$ cat src/rtl/generator_pkg.sv
`default_nettype none
// ============================================================================
// Module   : generator_pkg
// Purpose  : Shared FSM encoding and default sizing for the modulo tick generator.
// Revision : 1.0
// ============================================================================
package generator_pkg;

    localparam int c_def_width     = 8;
    localparam int c_def_reset_mod = 10;

    localparam logic [0:0] c_st_idle = 1'b0;
    localparam logic [0:0] c_st_run  = 1'b1;

endpackage
`default_nettype wire

$ cat src/rtl/mod_cnt_core.sv
`default_nettype none
// ============================================================================
// Module   : mod_cnt_core
// Purpose  : Modulo-M up counter with terminal-count detect (mod 0 = 2^WIDTH).
// Revision : 1.0
// ============================================================================
module mod_cnt_core
    import generator_pkg::*;
#(
    parameter int WIDTH = c_def_width
) (
    input  logic             clk,
    input  logic             rst_n,
    input  logic             i_en,
    input  logic             i_clear,
    input  logic [WIDTH-1:0] i_mod,
    output logic [WIDTH-1:0] o_count,
    output logic             o_wrap
);

    localparam logic [WIDTH-1:0] c_one = WIDTH'(1);

    logic [WIDTH-1:0] r_count;
    logic [WIDTH-1:0] w_last;
    logic             w_wrap;

    // A modulus of 0 underflows to all-ones, giving the full 2^WIDTH period.
    assign w_last = i_mod - c_one;
    assign w_wrap = i_en && (r_count == w_last);

    always_ff @(posedge clk or negedge rst_n) begin
        if (!rst_n) begin
            r_count <= '0;
        end else if (i_clear || w_wrap) begin
            r_count <= '0;
        end else if (i_en) begin
            r_count <= r_count + c_one;
        end
    end

    assign o_count = r_count;
    assign o_wrap  = w_wrap;

endmodule
`default_nettype wire

$ cat src/rtl/modulo_tick_gen.sv
`default_nettype none
// ============================================================================
// Module   : modulo_tick_gen
// Purpose  : Programmable modulo tick generator, one-shot or free-running.
// Revision : 1.0
// ============================================================================
module modulo_tick_gen
    import generator_pkg::*;
#(
    parameter int WIDTH     = c_def_width,
    parameter int RESET_MOD = c_def_reset_mod
) (
    input  logic             clk,
    input  logic             rst_n,
    input  logic             i_en,
    input  logic             i_start,
    input  logic             i_stop,
    input  logic             i_oneshot,
    input  logic [WIDTH-1:0] i_mod_val,
    input  logic             i_mod_load,
    output logic [WIDTH-1:0] o_count,
    output logic             o_zero,
    output logic             o_busy,
    output logic             o_pend
);

    localparam logic [WIDTH-1:0] c_reset_mod = WIDTH'(RESET_MOD);

    logic [0:0]       r_state;
    logic [0:0]       w_next_state;
    logic             r_oneshot;
    logic             r_zero;
    logic             r_busy;
    logic             r_pend;
    logic [WIDTH-1:0] r_mod;
    logic [WIDTH-1:0] r_shadow;

    logic             w_core_en;
    logic             w_core_clear;
    logic             w_arm;
    logic             w_wrap;
    logic [WIDTH-1:0] w_count;

    mod_cnt_core #(
        .WIDTH (WIDTH)
    ) u_core (
        .clk     (clk),
        .rst_n   (rst_n),
        .i_en    (w_core_en),
        .i_clear (w_core_clear),
        .i_mod   (r_mod),
        .o_count (w_count),
        .o_wrap  (w_wrap)
    );

    always_ff @(posedge clk or negedge rst_n) begin
        if (!rst_n) begin
            r_state   <= c_st_idle;
            r_busy    <= 1'b0;
            r_zero    <= 1'b0;
            r_oneshot <= 1'b0;
        end else begin
            r_state <= w_next_state;
            r_busy  <= (w_next_state == c_st_run);
            r_zero  <= w_wrap;
            if (w_arm) begin
                r_oneshot <= i_oneshot;
            end
        end
    end

    always_comb begin
        w_next_state = r_state;
        case (r_state)
            c_st_idle: begin
                if (i_start && !i_stop) begin
                    w_next_state = c_st_run;
                end
            end
            c_st_run: begin
                if (i_stop || (w_wrap && r_oneshot)) begin
                    w_next_state = c_st_idle;
                end
            end
            default: w_next_state = c_st_idle;
        endcase
    end

    // Stop outranks both counting and start, so it gates the counter enable.
    always_comb begin
        w_core_en    = (r_state == c_st_run) && i_en && !i_stop;
        w_core_clear = (r_state == c_st_idle) || i_stop;
        w_arm        = (r_state == c_st_idle) && i_start && !i_stop;
    end

    // The shadow only moves into the active modulus at a period boundary or on stop.
    always_ff @(posedge clk or negedge rst_n) begin
        if (!rst_n) begin
            r_mod    <= c_reset_mod;
            r_shadow <= c_reset_mod;
            r_pend   <= 1'b0;
        end else if (r_state == c_st_idle) begin
            if (i_mod_load) begin
                r_mod <= i_mod_val;
            end
        end else if (i_stop || w_wrap) begin
            if (i_mod_load) begin
                r_mod  <= i_mod_val;
                r_pend <= 1'b0;
            end else if (r_pend) begin
                r_mod  <= r_shadow;
                r_pend <= 1'b0;
            end
        end else if (i_mod_load) begin
            r_shadow <= i_mod_val;
            r_pend   <= 1'b1;
        end
    end

    assign o_count = w_count;
    assign o_zero  = r_zero;
    assign o_busy  = r_busy;
    assign o_pend  = r_pend;

endmodule
`default_nettype wire
$ cat config.mk
export PLATFORM = sky130hd
export DESIGN_NAME = modulo_tick_gen
export DESIGN_NICKNAME = d
export VERILOG_FILES = /design/src/rtl/generator_pkg.sv /design/src/rtl/mod_cnt_core.sv /design/src/rtl/modulo_tick_gen.sv
export SDC_FILE = /design/constraint.sdc
export NUM_CORES = 1
export LEC_CHECK = 0
export CORE_MARGIN = 2
export CORE_UTILIZATION = 53
export DETAILED_ROUTE_END_ITERATION = 7
export GPL_TIMING_DRIVEN = 1
export PLACE_DENSITY = 0.76
export SETUP_SLACK_MARGIN = 0.3
export SYNTH_ARGS = -nofsm -noshare
export SYNTH_HDL_FRONTEND = slang
export SYNTH_HIERARCHICAL = 1
export SYNTH_SLANG_ARGS = --single-unit
$ cat constraint.sdc
create_clock -name clk -period 3.6 [get_ports clk]
set_clock_uncertainty 0.05 [all_clocks]
set_input_delay 0.54 -clock clk [delete_from_list [all_inputs] [get_ports clk]]
set_output_delay 0.54 -clock clk [all_outputs]
set_load 0.02 [all_outputs]
# ---- After elaboration in Yosys (flattened, before gate mapping)
# Index checks and enable logic that the tools add are counted.
dict set report op_classes {
  mux 12
  bitwise 2
  reduce_logical 18
  add_sub_neg 2
  eq_ne 3
}
# cell count
set ops {}
lappend ops {{two-way mux 8 bit} 7}
lappend ops {{adder 8 x 1 -> 8 bit, second input constant} 1}
lappend ops {{== test 8 bit} 1}
lappend ops {{subtractor 8 x 1 -> 8 bit, second input constant} 1}
lappend ops {{logical AND 1 bit} 7}
lappend ops {{AND reduction 3 bit} 2}
lappend ops {{nonzero test 2 bit} 3}
lappend ops {{logical OR 1 bit} 4}
lappend ops {{two-way mux 1 bit} 4}
lappend ops {{inequality test 3 bit, second input constant} 1}
lappend ops {{inequality test 2 x 1 -> 1 bit, second input constant} 1}
lappend ops {{NOT 1 bit} 2}
lappend ops {{case mux 1 bit (2 select lines)} 1}
lappend ops {{AND reduction 2 bit} 1}
lappend ops {{logical NOT 1 bit} 1}
dict set report totals {
  ff_bits 28
  in_bits 15
  elab_cells 44
  output_inout_bits 11
}

# ---- Longest topological paths before layout
dict set report logic_depth {
  word_depth 7
  mapped_depth 12
  mapped_depth_nobuf 10
}

# ---- Cells and area by module
# The synthesis kept the hierarchy.
# mod area_per_inst_um2 seq_area_each_um2 n_inst cells_each
set modules_own_cells {}
lappend modules_own_cells {modulo_tick_gen 972.2 505.5 1 63}
lappend modules_own_cells {mod_cnt_core 690.7 200.2 1 75}

# ---- Least setup slack after synthesis
# No wires, ideal clock.
dict set report synth_path {
  path_kind {register to register}
  startpoint {reg, netlist name o_busy}
  endpoint {reg r_mod[2]}
  setup_ps 125
  synth_period_minus_slack_ps 2807
  stages_incl_launch_ff 11
  t_required_ps 3425
  setup_slack_ps 793
  n_path_buf 2
  arrival_time_ps 2632
  cell_sequence {dfrtp_1 -> buf_6 -> or2b_1 -> nor2_1 -> clkbuf_1 -> o2111ai_1 -> nor4_4 -> and2_1 -> nor2_1 -> a21oi_4 -> mux2_4}
}
# item line_no
set synth_rtl {}
lappend synth_rtl {{end signal: assignment} modulo_tick_gen.sv:99} ;# r_mod <= c_reset_mod;
lappend synth_rtl {{end signal: assignment} modulo_tick_gen.sv:104} ;# r_mod <= i_mod_val;
lappend synth_rtl {{end signal: assignment} modulo_tick_gen.sv:108} ;# r_mod <= i_mod_val;
lappend synth_rtl {{end: declaration} modulo_tick_gen.sv:35} ;# logic [WIDTH-1:0] r_mod;

# ---- Final worst setup path
dict set report layout_path {
  startpoint {reg r_mod[1]}
  endpoint {reg r_shadow[5]}
}
dict set report layout_between {
  elab_chain_len 6
}
# item line_no
set layout_lines {}
lappend layout_lines {{subtractor 8 x 1 -> 8 bit} mod_cnt_core.sv:28} ;# assign w_last = i_mod - c_one;
lappend layout_lines {{== test 8 bit} mod_cnt_core.sv:29} ;# assign w_wrap = i_en && (r_count == w_last);
lappend layout_lines {{logical AND 1 bit} mod_cnt_core.sv:29}
lappend layout_lines {{net w_wrap} modulo_tick_gen.sv:41} ;# logic w_wrap;
lappend layout_lines {{logical OR 1 bit} modulo_tick_gen.sv:106} ;# end else if (i_stop || w_wrap) begin
lappend layout_lines {{NOT 1 bit (no source line)} -}
lappend layout_lines {{AND reduction 3 bit (no source line)} -}
lappend layout_lines {{end signal: assignment} modulo_tick_gen.sv:100} ;# r_shadow <= c_reset_mod;
lappend layout_lines {{end signal: assignment} modulo_tick_gen.sv:115} ;# r_shadow <= i_mod_val;
lappend layout_lines {{end: declaration} modulo_tick_gen.sv:36} ;# logic [WIDTH-1:0] r_shadow;
# The timed path passes the listed nets, and every way through them passes these cells.
# A chain may end at the register's enable or synchronous reset.

==> run summary <==
Status = finished clean
FMAX = 334 MHz
Final WL = 2990 um
Fillers = 237
Grt ovf = 0
Slowest cell delay on critical path = 600 ps
Resized cells post-CTS = 0
# IOs = 26
Final Util = 0.660
Top_reg_cell synth = dfrtp_1
Origin of the critical flop-to-flop path = r_mod[1]
Slew Limit Fails = 0
Critical path endpoint category = flip-flop
PD cells = 413 nW/um2
Worst skew pair latency = 330 ps
Mapped Cells = 138
Reg2reg end = r_shadow[5]
Most frequent cells in the layout = clkdlybuf4s50_1 (25), dfrtp_1 (24), mux2_4 (16)
Layout area overhead = 20.2%
Clock sinks = 28
First-pass GRT wire length = 5260 um
Via count = 1080
Period utilisation layout = 0.831
WP data arrival = 3180 ps
Clk slew on worst S/H paths = 160 ps
HP Start = r_oneshot
Starting Density = 0.549
Final HPWL DP = 2300 um
Register bit total from synthesis = 28
Vias in the first global route = 1131
Req. time, crit path = 3790 ps
RD Place Congestion = 0.801
Port Buffers = 25
Hold buffers post-CTS = 0
Critical Path Source = r_mod[1]
Die Ht = 60.0 um
Crit-path cells = inv_1, ha_1, xnor2_1, nand4_1, o31a_1, nand2_1, and2_1, nor2_1, and3_1, mux2_2
EDFF count, synth = 0
Pin count of the biggest net entering global routing = 29
Unrepaired setup endpoints after global routing = no
Starting DRT DRC Count = 36
Vias per cell = 5.22
CTS tree = built
H-tree depth = 1
Mean Syn Cell Area = 12.0 um2
WHS Endpoint = o_busy
DIE AREA = 3600 um2
Worst hold path class = flip-flop to flip-flop
Initial antenna violation count = 0
GRT Util Overall = 0.193
Router iterations before antenna repair = 4
Final Total Pwr = 0.000825 W
Worst rel slew slack = 0.710
Die Wd = 60.0 um
Most common cell after layout, fill and taps aside = clkdlybuf4s50_1
Max-cap violations = 0
Hold Path Depth = 1
Antenna diodes = 0
Post-DP Area = 1950 um2
Slew @ Worst Pin = 432 ps
Nets = 181
Synth warn = 6
Number of remaining DRC errors = 0
Area of the multi-input gates = 901 um2
Root Buffer = clkbuf_4
Post-route ant nets = 0
CP Max Fanout = 9
Cts bufs inserted = 3
Seq/Total Area, Yosys = 0.424
Mapped Nets = 155
Peak VDD IR = 0.233 mV
R2r setup slk = 610 ps
Post-layout min period = 2990 ps
Crit start category = flip-flop
Slowest-stage cell, CP = dfstp_2
Share of cells above drive strength 1 = 0.258
Total Neg Setup Slack = 0 ps
CTS max path bufs = 2
Crit Path Class = flip-flop to flip-flop
Cell Rows = 20
Post-synth ARST share = 1.00
# setup viols final = 0
Register Area = 706 um2
Final hold violation count = 0
Core area = 3030 um2
Cell Area, Synth = 1660 um2
Average routed wire per standard cell = 14.5 um
Cell count of the worst reg-to-reg path = 10
Unique masters post-synth = 32
Final std cell area, no fill = 2000 um2
Leakage = 0.832 nW
Post CTS Setup Buffer Count = 0
[metal layers]
layer	share of wire	global-route usage
met2	0.49	0.312
met5	0	0
met1	0.48	0.281
met3	0.026	0.0238
met4	0	0.0381
[cell families (layout without fill, tap and decap cells)]
| logic type | after synthesis | in the layout | synth area share |
|---|---|---|---|
| compound gates | 20 | 20 | 0.0903 |
| xor+xnor | 18 | 18 | 0.0948 |
| fa+ha+maj | 2 | 2 | 0.0150 |
| buf+inv | 10 | 35 | 0.0339 |
| flops | 28 | 28 | 0.424 |
| mux | 26 | 26 | 0.211 |
| simple gates | 34 | 34 | 0.130 |
[area by class of cell]
class | count | area share
clock inverter | 1 | 0.0150
inverter | 3 | 0.00564
clock buffer | 3 | 0.0113
timing repair buffer | 28 | 0.137
sequential | 28 | 0.353
tap | 44 | 0.0276
multi-input combinational | 100 | 0.451
[where the power goes]
part / total (W) / leakage [nW] / internal [W] / switching (W)
clock network: 0.000207 / 0.0279 / 0.000113 / 0.0000939
registers: 0.000409 / 0.346 / 0.000364 / 0.0000451
logic: 0.000209 / 0.457 / 0.000122 / 0.0000876
[registers in the layout (all words and copies together) (netlist names)]
signal / cells
o_pend: 1
o_zero: 1
r_mod: 8
u_core/o_count: 8
o_busy: 1
r_oneshot: 1
r_shadow: 8
[metrics by stage]
stage / instances / worst slack (ps) / hold WS (ps)
2_1_floorplan: 138 / 793 / 194
3_3_place_gp: 203 / 561 / 408
3_5_place_dp: 203 / 447 / 423
4_1_cts: 207 / 613 / 443
5_1_grt: 207 / 388 / 464
6_report: 207 / 609 / 444
[critical path, delay by kind of cell (launching register included)]
family | cells | cell delay (ps)
compound gates | 1 | 140
mux | 1 | 380
simple gates | 5 | 1270
buf+inv | 1 | 50
fa+ha+maj | 1 | 260
flops | 1 | 600
xor+xnor | 1 | 150
[synth_stat cells (3+ instances only)]
library cell / instances / area (um2)
dfrtp_1: 24 / 601
clkbuf_1: 3 / 11.3
xor2_1: 7 / 61.3
nor2_1: 9 / 33.8
a21oi_1: 5 / 25.0
xnor2_1: 11 / 96.3
mux2_4: 16 / 240
nor2b_1: 3 / 18.8
mux2_2: 9 / 101
nand2_1: 8 / 30.0
inv_1: 3 / 11.3
nand4_1: 4 / 25.0
a211oi_1: 9 / 67.6
dfstp_2: 4 / 105
[how the worst max path moves through the flow]
stage,endpoint,slack (ps)
final,r_shadow[5],610
after global routing,r_shadow[2],390
after CTS,r_shadow[5],610
after detailed placement,r_shadow[5],450
after global placement,r_shadow[5],560
after floorplan,r_mod[2],790
Power figures use the tool's default switching activity.
